$ cat src/rtl/cprv_pkg.sv
// Shared constants and types for the cprv instruction-fetch front end.
// Holds no logic, so it adds no latency and has no backpressure behaviour.
package cprv_pkg;

  localparam int CPRV_XLEN        = 64;
  localparam int CPRV_INSTR_WIDTH = 32;
  localparam int PC_STEP          = 4;

  typedef struct packed {
    logic [CPRV_XLEN-1:0]        pc;
    logic [CPRV_INSTR_WIDTH-1:0] instr;
  } fetch_entry_t;

endpackage

$ cat src/rtl/cprv_sync_fifo.sv
// Synchronous FIFO with occupancy count and a flush that empties it in one cycle.
// A push is visible at pop_data the next cycle. A push into a full FIFO is dropped unless a pop happens in the same cycle.
module cprv_sync_fifo #(
  parameter int WIDTH = 8,
  parameter int DEPTH = 4
) (
  input  logic                       clk,
  input  logic                       rst_n,
  input  logic                       flush,
  input  logic                       push,
  input  logic [WIDTH-1:0]           push_data,
  input  logic                       pop,
  output logic [WIDTH-1:0]           pop_data,
  output logic [$clog2(DEPTH+1)-1:0] count
);

  localparam int AW = (DEPTH > 1) ? $clog2(DEPTH) : 1;
  localparam int CW = $clog2(DEPTH + 1);

  logic [WIDTH-1:0] mem [DEPTH];
  logic [AW-1:0]    wr_ptr;
  logic [AW-1:0]    rd_ptr;
  logic [CW-1:0]    count_q;
  logic             do_push;
  logic             do_pop;

  assign do_pop  = pop && (count_q != '0);
  assign do_push = push && ((count_q != CW'(DEPTH)) || do_pop);

  always_ff @(posedge clk) begin
    if (!rst_n || flush) begin
      wr_ptr  <= '0;
      rd_ptr  <= '0;
      count_q <= '0;
    end else begin
      if (do_push) wr_ptr <= wr_ptr + AW'(1);
      if (do_pop)  rd_ptr <= rd_ptr + AW'(1);
      if (do_push && !do_pop)      count_q <= count_q + CW'(1);
      else if (do_pop && !do_push) count_q <= count_q - CW'(1);
    end
  end

  always_ff @(posedge clk) begin
    if (do_push) mem[wr_ptr] <= push_data;
  end

  // An empty FIFO presents zero, so the head is defined right after reset.
  assign pop_data = (count_q != '0) ? mem[rd_ptr] : '0;
  assign count    = count_q;

endmodule

$ cat src/rtl/cprv_fetch_unit.sv
// Fetch front end: owns the PC, keeps up to MAX_OUTSTANDING imem requests in flight, and queues responses for ID.
// A response accepted in cycle N is presented to ID in cycle N+1. Requests are credit-limited by queue space, so responses are never backpressured.
module cprv_fetch_unit
  import cprv_pkg::*;
#(
  parameter int                    DATA_WIDTH      = CPRV_XLEN,
  parameter int                    INSTR_WIDTH     = CPRV_INSTR_WIDTH,
  parameter int                    FQ_DEPTH        = 4,
  parameter int                    MAX_OUTSTANDING = 2,
  parameter logic [DATA_WIDTH-1:0] RESET_PC        = '0
) (
  input  logic                   clk,
  input  logic                   rst_n,
  input  logic                   redirect_valid_i,
  input  logic [DATA_WIDTH-1:0]  redirect_pc_i,
  output logic                   valid_imem_o,
  input  logic                   ready_imem_i,
  output logic [DATA_WIDTH-1:0]  instr_addr_imem_o,
  input  logic                   valid_if_i,
  output logic                   ready_if_o,
  input  logic [INSTR_WIDTH-1:0] instr_data_imem_i,
  output logic                   valid_id_o,
  input  logic                   ready_id_i,
  output logic [INSTR_WIDTH-1:0] instr_data_id_o,
  output logic [DATA_WIDTH-1:0]  instr_pc_id_o
);

  localparam int TW  = (MAX_OUTSTANDING > 1) ? $clog2(MAX_OUTSTANDING) : 1;
  localparam int OCW = $clog2(MAX_OUTSTANDING + 1);
  localparam int FCW = $clog2(FQ_DEPTH + 1);
  localparam int SW  = FCW + 1;
  localparam int EW  = DATA_WIDTH + INSTR_WIDTH;

  localparam logic [SW-1:0]  FQ_LIM  = SW'(FQ_DEPTH);
  localparam logic [OCW-1:0] OUT_LIM = OCW'(MAX_OUTSTANDING);
  localparam logic [TW-1:0]  TRK_TOP = TW'(MAX_OUTSTANDING - 1);

  logic [DATA_WIDTH-1:0]      pc;
  logic [DATA_WIDTH-1:0]      trk_pc [MAX_OUTSTANDING];
  logic [MAX_OUTSTANDING-1:0] trk_stale;
  logic [TW-1:0]              trk_wr;
  logic [TW-1:0]              trk_rd;
  logic [OCW-1:0]             occ_out;
  logic [FCW-1:0]             occ_fq;
  logic [SW-1:0]              occ_sum;
  logic                       req_fire;
  logic                       rsp_fire;
  logic                       fq_push;
  logic [EW-1:0]              fq_head;

  function automatic logic [TW-1:0] trk_inc(input logic [TW-1:0] p);
    return (p == TRK_TOP) ? '0 : p + TW'(1);
  endfunction

  // Stale requests still hold credit, so queue space is reserved for every response in flight.
  assign occ_sum           = SW'(occ_out) + SW'(occ_fq);
  assign valid_imem_o      = (occ_sum < FQ_LIM) && (occ_out < OUT_LIM);
  assign instr_addr_imem_o = pc;
  assign ready_if_o        = (occ_out != '0);

  assign req_fire = valid_imem_o && ready_imem_i;
  assign rsp_fire = valid_if_i && ready_if_o;
  assign fq_push  = rsp_fire && !trk_stale[trk_rd] && !redirect_valid_i;

  always_ff @(posedge clk) begin
    if (!rst_n) begin
      pc        <= RESET_PC;
      trk_wr    <= '0;
      trk_rd    <= '0;
      trk_stale <= '0;
      occ_out   <= '0;
    end else begin
      if (redirect_valid_i) pc <= {redirect_pc_i[DATA_WIDTH-1:2], 2'b00};
      else if (req_fire)    pc <= pc + DATA_WIDTH'(PC_STEP);

      if (req_fire) begin
        trk_stale[trk_wr] <= redirect_valid_i;
        trk_wr            <= trk_inc(trk_wr);
      end
      if (rsp_fire) trk_rd <= trk_inc(trk_rd);
      // A redirect poisons everything in flight, including this cycle's push.
      if (redirect_valid_i) trk_stale <= '1;

      if (req_fire && !rsp_fire)      occ_out <= occ_out + OCW'(1);
      else if (rsp_fire && !req_fire) occ_out <= occ_out - OCW'(1);
    end
  end

  always_ff @(posedge clk) begin
    if (req_fire) trk_pc[trk_wr] <= pc;
  end

  cprv_sync_fifo #(
    .WIDTH (EW),
    .DEPTH (FQ_DEPTH)
  ) u_fetch_queue (
    .clk       (clk),
    .rst_n     (rst_n),
    .flush     (redirect_valid_i),
    .push      (fq_push),
    .push_data ({trk_pc[trk_rd], instr_data_imem_i}),
    .pop       (valid_id_o && ready_id_i),
    .pop_data  (fq_head),
    .count     (occ_fq)
  );

  assign valid_id_o                       = (occ_fq != '0);
  assign {instr_pc_id_o, instr_data_id_o} = fq_head;

endmodule

$ cat config.mk
export PLATFORM = sky130hd
export DESIGN_NAME = cprv_fetch_unit
export DESIGN_NICKNAME = d
export VERILOG_FILES = /design/src/rtl/cprv_pkg.sv /design/src/rtl/cprv_sync_fifo.sv /design/src/rtl/cprv_fetch_unit.sv
export SDC_FILE = /design/constraint.sdc
export NUM_CORES = 1
export LEC_CHECK = 0
export ABC_AREA = 1
export CORE_AREA = 2 2 214 216
export CTS_CLUSTER_SIZE = 14
export DETAILED_ROUTE_END_ITERATION = 6
export DIE_AREA = 0 0 216 218
export PLACE_DENSITY = 0.78
export SYNTH_ARGS = -nofsm -noshare
export SYNTH_HDL_FRONTEND = slang
export SYNTH_SLANG_ARGS = --single-unit
$ cat constraint.sdc
create_clock -name clk -period 17.7 [get_ports clk]
set_input_delay 5.31 -clock clk [delete_from_list [all_inputs] [get_ports clk]]
set_output_delay 5.31 -clock clk [all_outputs]
set_load 0.01 [all_outputs]
==> results.sh, run 1 <==
export IMPL_clock_latency_ns=0.62
export IMPL_max_slew_margin_pct=26.92
export IMPL_muxShareOfSynthArea_pct=2.857
export IMPL_wl_um=63400
export IMPL_power_leakage_nw=10.02
export IMPL_io_pins=265
export IMPL_synth_simple_gate_area_share_pct=14.76
export IMPL_place_inst=3019
export IMPL_nNetsFinal=2589
export IMPL_route_detailed_drc=0
export IMPL_antenna_found_initial=1
export IMPL_cts_tree="built"
export IMPL_grt_max_degree=113
export IMPL_fin_crit_sh_pct=51.49
export IMPL_status="finished, final reports clean"
export IMPL_hold_path_class="flop to flop"
export IMPL_initial_core_util_pct=54.44
export IMPL_htreeDepth=2
export IMPL_vias_per_cell=5.599
export IMPL_crit_path_top_delay_cell="dfxtp_4"
export IMPL_worst_ep_required_time_ns=12.39
export IMPL_fp_coreArea_um2=44890
export IMPL_cts_resized=0
export IMPL_synthToLayoutAreaGrowth_pct=20.09
export IMPL_slew_violations=0
export IMPL_ir_drop_mv=0.09576
export IMPL_synth_top_family_by_area="simple AND/OR/NAND/NOR gates"
export IMPL_cts_buffers_inserted=57
export IMPL_critPathTopFamily="buffers and inverters"
export IMPL_tightest_slew_ns=1.096
export IMPL_critPathKind="flop to primary output"
export IMPL_num_rows=78
export IMPL_grt_pass1_wl_um=95080
export IMPL_crit_path_max_incr_delay_ns=0.68
export IMPL_drt_iter0_markers=1599
export IMPL_drive_above_1_share_pct=9.224
export IMPL_ant_nets=0
export IMPL_ys_types=38
export IMPL_synth_seq_cells=578
export IMPL_rsz0062_at_grt="no"
export IMPL_finalWeightedCongestion=0.9151
export IMPL_cts_root_buf="clkbuf_16"
export IMPL_syn_instance_count=2244
export IMPL_startpoint_type="flop"
export IMPL_hold_viol=0
export IMPL_place_ws_ns=9.151
export IMPL_diodes=0
export IMPL_cts_hold_buf=0
export IMPL_die_h_um=218
export IMPL_seq_area_frac_synth_pct=67.82
export IMPL_dieArea_um2=47090
export IMPL_setup_tns_ns=0
export IMPL_fp_dieW_um=216
export IMPL_cap_violations=0
export IMPL_clock_sinks=578
export IMPL_cellPowerDensity_nw_per_um2=117.5
export IMPL_grt_use_total_pct=26.40
export IMPL_postCtsSetupRepairBufs=0
export IMPL_dp_hpwl_um=38650
export IMPL_overflow=0
export IMPL_worst_path_buf_inv=3
export IMPL_port_buffers=258
export IMPL_timing_fmax_ghz=0.1097
export IMPL_grt_pass1_vias=17010
export IMPL_route_vias_total=17500
export IMPL_synth_xor_area_share_pct=0.7167
export IMPL_skew_ns=0.01278
export IMPL_cts_reportedPaths_clkPinSlew_ns=0.06
export IMPL_finalPower_mw=3.449
export IMPL_setup_viol=0
export IMPL_detailedRoute_firstPassIterationCount=5
export IMPL_synth_area_um2=24440
export IMPL_end_kind="primary output"
export IMPL_syn_avg_cell_area_um2=10.89
export IMPL_wl_per_cell_um=20.28
export IMPL_cp_arrival_ns=3.80
export IMPL_synth_compound_area_share_pct=9.169
export IMPL_ys_flop_type="edfxtp_1"
export IMPL_synth_edff_count=500
export IMPL_final_cells=3126
export IMPL_fin_ws_ns=8.587
export IMPL_min_period_ns=9.113
export IMPL_yosys_warnings=0
export IMPL_worstPathMaxFanout=78
export IMPL_fin_util_pct=65.38
export IMPL_postSynth_asyncResetShare_pct=0
export IMPL_clockBufferDepth=3
export IMPL_synthAdderAreaFrac_pct=0.4915
export IMPL_r2r_slack_ns=14.35
export IMPL_cp_cell_sequence="clkinv_2, buf_4, nor2_1, o21ai_0, a21oi_1, clkdlybuf4s50_1"
[worst paths after layout]
check                                        startpoint                        to  cells after the start
worst max-delay path                               flop         instr_pc_id_o[11]                      6
worst min-delay path            u_fetch_queue.rd_ptr[1]                      flop                      2
worst max register to register               occ_out[1]  u_fetch_queue.mem[1][63]                     10
worst min register to register  u_fetch_queue.rd_ptr[1]                      flop                      2
[per-stage QoR]
step	cell area, um2	hold slack (ns)
after floorplan	24450	0.4359
final	29350	0.4747
after detailed placement	27520	0.4623
after global routing	29350	0.5083
after CTS	29350	0.4727
after global placement	27520	0.4428
[report_power, final]
group | internal, mW | switching, mW
sequential | 1.66 | 0.0550
clock | 0.670 | 0.508
combinational | 0.216 | 0.340
[registers in the layout, indices dropped and copies added (netlist names), named ones only]
register	count
instr_addr_imem_o	62
occ_out	2
trk_pc	124
trk_rd	1
trk_stale	2
trk_wr	1
u_fetch_queue.count	3
u_fetch_queue.mem	376
u_fetch_queue.rd_ptr	2
u_fetch_queue.wr_ptr	2
[cells in the final DEF, fill, tap and decap left out, types with 5 or more instances in the layout]
| cell type | Yosys | final |
|---|---|---|
| dfxtp_1 | 78 | 75 |
| clkinv_1 | 1 | 14 |
| mux2_2 | 62 | 62 |
| ha_1 | 8 | 8 |
| clkdlybuf4s50_1 | 0 | 257 |
| clkinv_2 | 0 | 14 |
| nand2_2 | 7 | 7 |
| a31oi_1 | 15 | 15 |
| a21oi_1 | 142 | 142 |
| nor2_4 | 4 | 10 |
| o21ai_1 | 27 | 27 |
| inv_1 | 136 | 134 |
| nand4_1 | 6 | 6 |
| clkbuf_16 | 0 | 57 |
| o21ai_0 | 238 | 238 |
| bufinv_16 | 0 | 5 |
| edfxtp_1 | 500 | 500 |
| inv_6 | 0 | 5 |
| nand3_2 | 10 | 10 |
| nor2_1 | 504 | 498 |
| buf_4 | 5 | 22 |
| a21oi_2 | 10 | 10 |
| clkbuf_1 | 54 | 7 |
| nand3_1 | 54 | 54 |
| nor2_2 | 10 | 10 |
| xor2_1 | 17 | 17 |
| clkinvlp_4 | 0 | 5 |
| nand2_1 | 289 | 289 |
[cells by family after synthesis]
family,Yosys count
compound gates,435
xor+xnor,20
fa+ha+maj,9
buf+inv,250
flops,578
mux,62
other cells,1
simple gates,889
[worst reg2reg max path, delay by kind of cell, from the launching register on]
kind	cells	cell delay, ns
compound gates	1	0.23
flops	1	0.40
buf+inv	4	1.59
simple gates	5	0.62
[per-layer routing]
| layer | vias to the layer above | wire length (um) | global-route usage (%) |
|---|---|---|---|
| li1 | 8162 | - | - |
| met1 | 8450 | 26200 | 35.68 |
| met2 | 794 | 30660 | 44.59 |
| met3 | 96 | 4958 | 3.347 |
| met4 | 0 | 1581 | 8.950 |
| met5 | - | 0 | 0 |
[cell type report]
type	count	area (um2)
Inverter	142	538.0
Sequential cell	578	16580
Clock inverter	42	365.4
Clock buffer	65	1466
Tap cell	600	750.7
Timing Repair Buffer	280	2743
Multi-Input combinational cell	1419	6903
Fill cell	3345	15540
[synth_stat cells, types with 6 or more instances]
| cell | count | area (um2) |
|---|---|---|
| nor2_1 | 504 | 1892 |
| edfxtp_1 | 500 | 15010 |
| nand2_1 | 289 | 1085 |
| o21ai_0 | 238 | 1191 |
| a21oi_1 | 142 | 710.7 |
| inv_1 | 136 | 510.5 |
| dfxtp_1 | 78 | 1562 |
| mux2_2 | 62 | 698.2 |
| clkbuf_1 | 54 | 202.7 |
| nand3_1 | 54 | 270.3 |
| o21ai_1 | 27 | 135.1 |
| buf_2 | 24 | 120.1 |
| buf_1 | 20 | 75.07 |
| xor2_1 | 17 | 148.9 |
| a31oi_1 | 15 | 93.84 |
| a21oi_2 | 10 | 87.58 |
| nand3_2 | 10 | 100.1 |
| nor2_2 | 10 | 62.56 |
| ha_1 | 8 | 100.1 |
| nand2_2 | 7 | 43.79 |
| nand4_1 | 6 | 37.54 |
Power figures use the tool's default switching activity.
==> run 2, diff against run 1 <==
Settings changed: CORE_AREA 2 2 214 216 to 2 2 222 224, DIE_AREA 0 0 216 218 to 0 0 224 226, PLACE_DENSITY 0.78 to 0.76.
Clock period 17.7 ns to 7.4 ns, I/O delays scaled along.
==> run 2 against run 1 <==
Against the previous run: wire length grew 0.57%; utilization fell by 4.7 points; register-to-register slack got worse by 10 ns; global-route usage shrank 1.5 points; clock power up 130%; critical path depth unchanged; power rose by 140%.
==> results.sh, run 2 (synthesized netlist as in run 1, its figures left out) <==
export IMPL_hold_viol=0
export IMPL_drive_above_1_share_pct=8.892
export IMPL_skew_ns=0.01512
export IMPL_port_buffers=258
export IMPL_fp_coreArea_um2=48340
export IMPL_route_vias_total=17200
export IMPL_top_register="u_fetch_queue.mem"
export IMPL_cp_arrival_ns=3.76
export IMPL_clockBufferDepth=3
export IMPL_dp_hpwl_um=39130
export IMPL_num_rows=81
export IMPL_cts_resized=0
export IMPL_hold_path_class="flop to flop"
export IMPL_clock_sinks=578
export IMPL_detailedRoute_firstPassIterationCount=5
export IMPL_nNetsFinal=2584
export IMPL_whs_ns=0.4600
export IMPL_htreeDepth=2
export IMPL_wl_um=63760
export IMPL_wl_per_cell_um=20.30
export IMPL_grt_use_total_pct=24.92
export IMPL_timing_fmax_ghz=0.1673
export IMPL_end_kind="primary output"
export IMPL_diodes=0
export IMPL_finalPower_mw=8.200
export IMPL_critPathKind="flop to primary output"
export IMPL_postCtsSetupRepairBufs=0
export IMPL_cap_violations=0
export IMPL_tightest_slew_ns=1.162
export IMPL_die_h_um=226
export IMPL_max_slew_margin_pct=22.32
export IMPL_drt_iter0_markers=1791
export IMPL_overflow=0
export IMPL_finalWeightedCongestion=0.8917
export IMPL_setup_viol=0
export IMPL_startpoint_type="flop"
export IMPL_clock_latency_ns=0.62
export IMPL_route_detailed_drc=0
export IMPL_cts_hold_buf=0
export IMPL_switching_share_pct=26.12
export IMPL_min_period_ns=5.976
export IMPL_synthToLayoutAreaGrowth_pct=20.09
export IMPL_p_switching_mw=2.142
export IMPL_fin_util_pct=60.72
export IMPL_antenna_found_initial=0
export IMPL_grt_max_degree=137
export IMPL_cts_tree="built"
export IMPL_p_comb_share_pct=16.2
export IMPL_r2r_start="occ_out[1]"
export IMPL_fin_crit_sh_pct=80.75
export IMPL_fillers=3741
export IMPL_cts_buffers_inserted=55
export IMPL_rsz0062_at_grt="no"
export IMPL_power_leakage_nw=9.988
export IMPL_reg2reg_to="u_fetch_queue.mem[3][0]"
export IMPL_setup_tns_ns=0
export IMPL_cellPowerDensity_nw_per_um2=279.4
export IMPL_cts_root_buf="clkbuf_16"
export IMPL_vias_per_cell=5.475
export IMPL_largest_register_ffs=376
export IMPL_grt_pass1_vias=16850
export IMPL_intPower_mw=6.058
export IMPL_io_pins=265
export IMPL_ff2ff_path_depth=9
export IMPL_initial_core_util_pct=50.56
export IMPL_ir_drop_mv=0.1935
export IMPL_final_common_cell="edfxtp_1"
export IMPL_fp_dieW_um=224
export IMPL_worstPathMaxFanout=65
export IMPL_r2r_slack_ns=4.36
export IMPL_dieArea_um2=50620
export IMPL_grt_pass1_wl_um=95710
export IMPL_cp_endpoint="instr_pc_id_o[35]"
export IMPL_ant_nets=0
export IMPL_clkPwrFrac_pct=33.8
export IMPL_status="finished, final reports clean"
export IMPL_layout_common_cells="edfxtp_1, nor2_1, nand2_1, clkdlybuf4s50_1, o21ai_0"
export IMPL_seqPwrFrac_pct=50.0
export IMPL_cts_reportedPaths_clkPinSlew_ns=0.06
export IMPL_slew_violations=0
export IMPL_worst_ep_required_time_ns=5.18
-- run 2: cell types whose count changed in the layout (fill, tap and decap cells not counted) --
cell	delta
inv_6	-4
buf_4	-7
clkinv_8	+1
inv_16	-1
clkbuf_1	+3
clkinv_4	+4
clkinv_2	-2
clkbuf_16	-1
clkinv_1	-1
buf_12	+4
clkinvlp_4	-3
-- run 2: power by group through the flow --
stage               clock network [mW]  logic, mW  registers (mW)
detailed placement                   0       1.32            4.17
CTS                               2.81       1.33            4.10
global placement                     0       1.28            4.15
finish                            2.77       1.33            4.10
global route                      2.93       1.44            4.12
floorplan                            0      0.749            4.14
-- run 2: through the flow --
step,setup WS (ns),instances,instance area (um2)
after floorplan,0.1505,2247,24450
after global placement,2.050,3038,27570
after detailed placement,2.003,3038,27570
after CTS,1.351,3141,29350
after global routing,1.281,3141,29350
final,1.424,3141,29350
-- run 2: worst min path at each step --
| stage | start | endpoint | slack [ns] | cells after the start |
|---|---|---|---|---|
| finish | u_fetch_queue.rd_ptr[1] | flop | 0.46 | 2 |
| detailed placement | u_fetch_queue.rd_ptr[1] | flop | 0.45 | 2 |
| global placement | u_fetch_queue.rd_ptr[1] | flop | 0.44 | 2 |
| floorplan | u_fetch_queue.rd_ptr[1] | flop | 0.44 | 2 |
| global route | trk_stale[0] | trk_stale[0] | 0.51 | 2 |
| CTS | u_fetch_queue.rd_ptr[1] | flop | 0.46 | 2 |
-- run 2: final cells by class --
class                      count  area [um2]  share of cell area (%)
clock buffer                  67        1453                   4.949
clock inverter                36       325.3                   1.108
multi-input combinational   1419        6903                   23.52
timing repair buffer         277        2770                   9.438
sequential                   578       16580                   56.50
inverter                     142       538.0                   1.833
tap                          622       778.2                   2.651
-- run 2: per-layer routing --
metal | part of all wire, % | global-route usage (%) | routed length, um
met4 | 3.0 | 8.882 | 1906
met2 | 49 | 42.18 | 31040
met5 | 0 | 0 | 0
met1 | 41 | 32.78 | 26310
met3 | 7.1 | 3.916 | 4507
-- run 2: worst max-delay path: stages, from the launching register on --
cell	delay, ns
dfxtp_4	0.62
clkinv_2	0.58
buf_4	0.60
nor2_1	0.19
o21ai_0	0.10
a21oi_1	0.35
clkdlybuf4s50_1	0.63
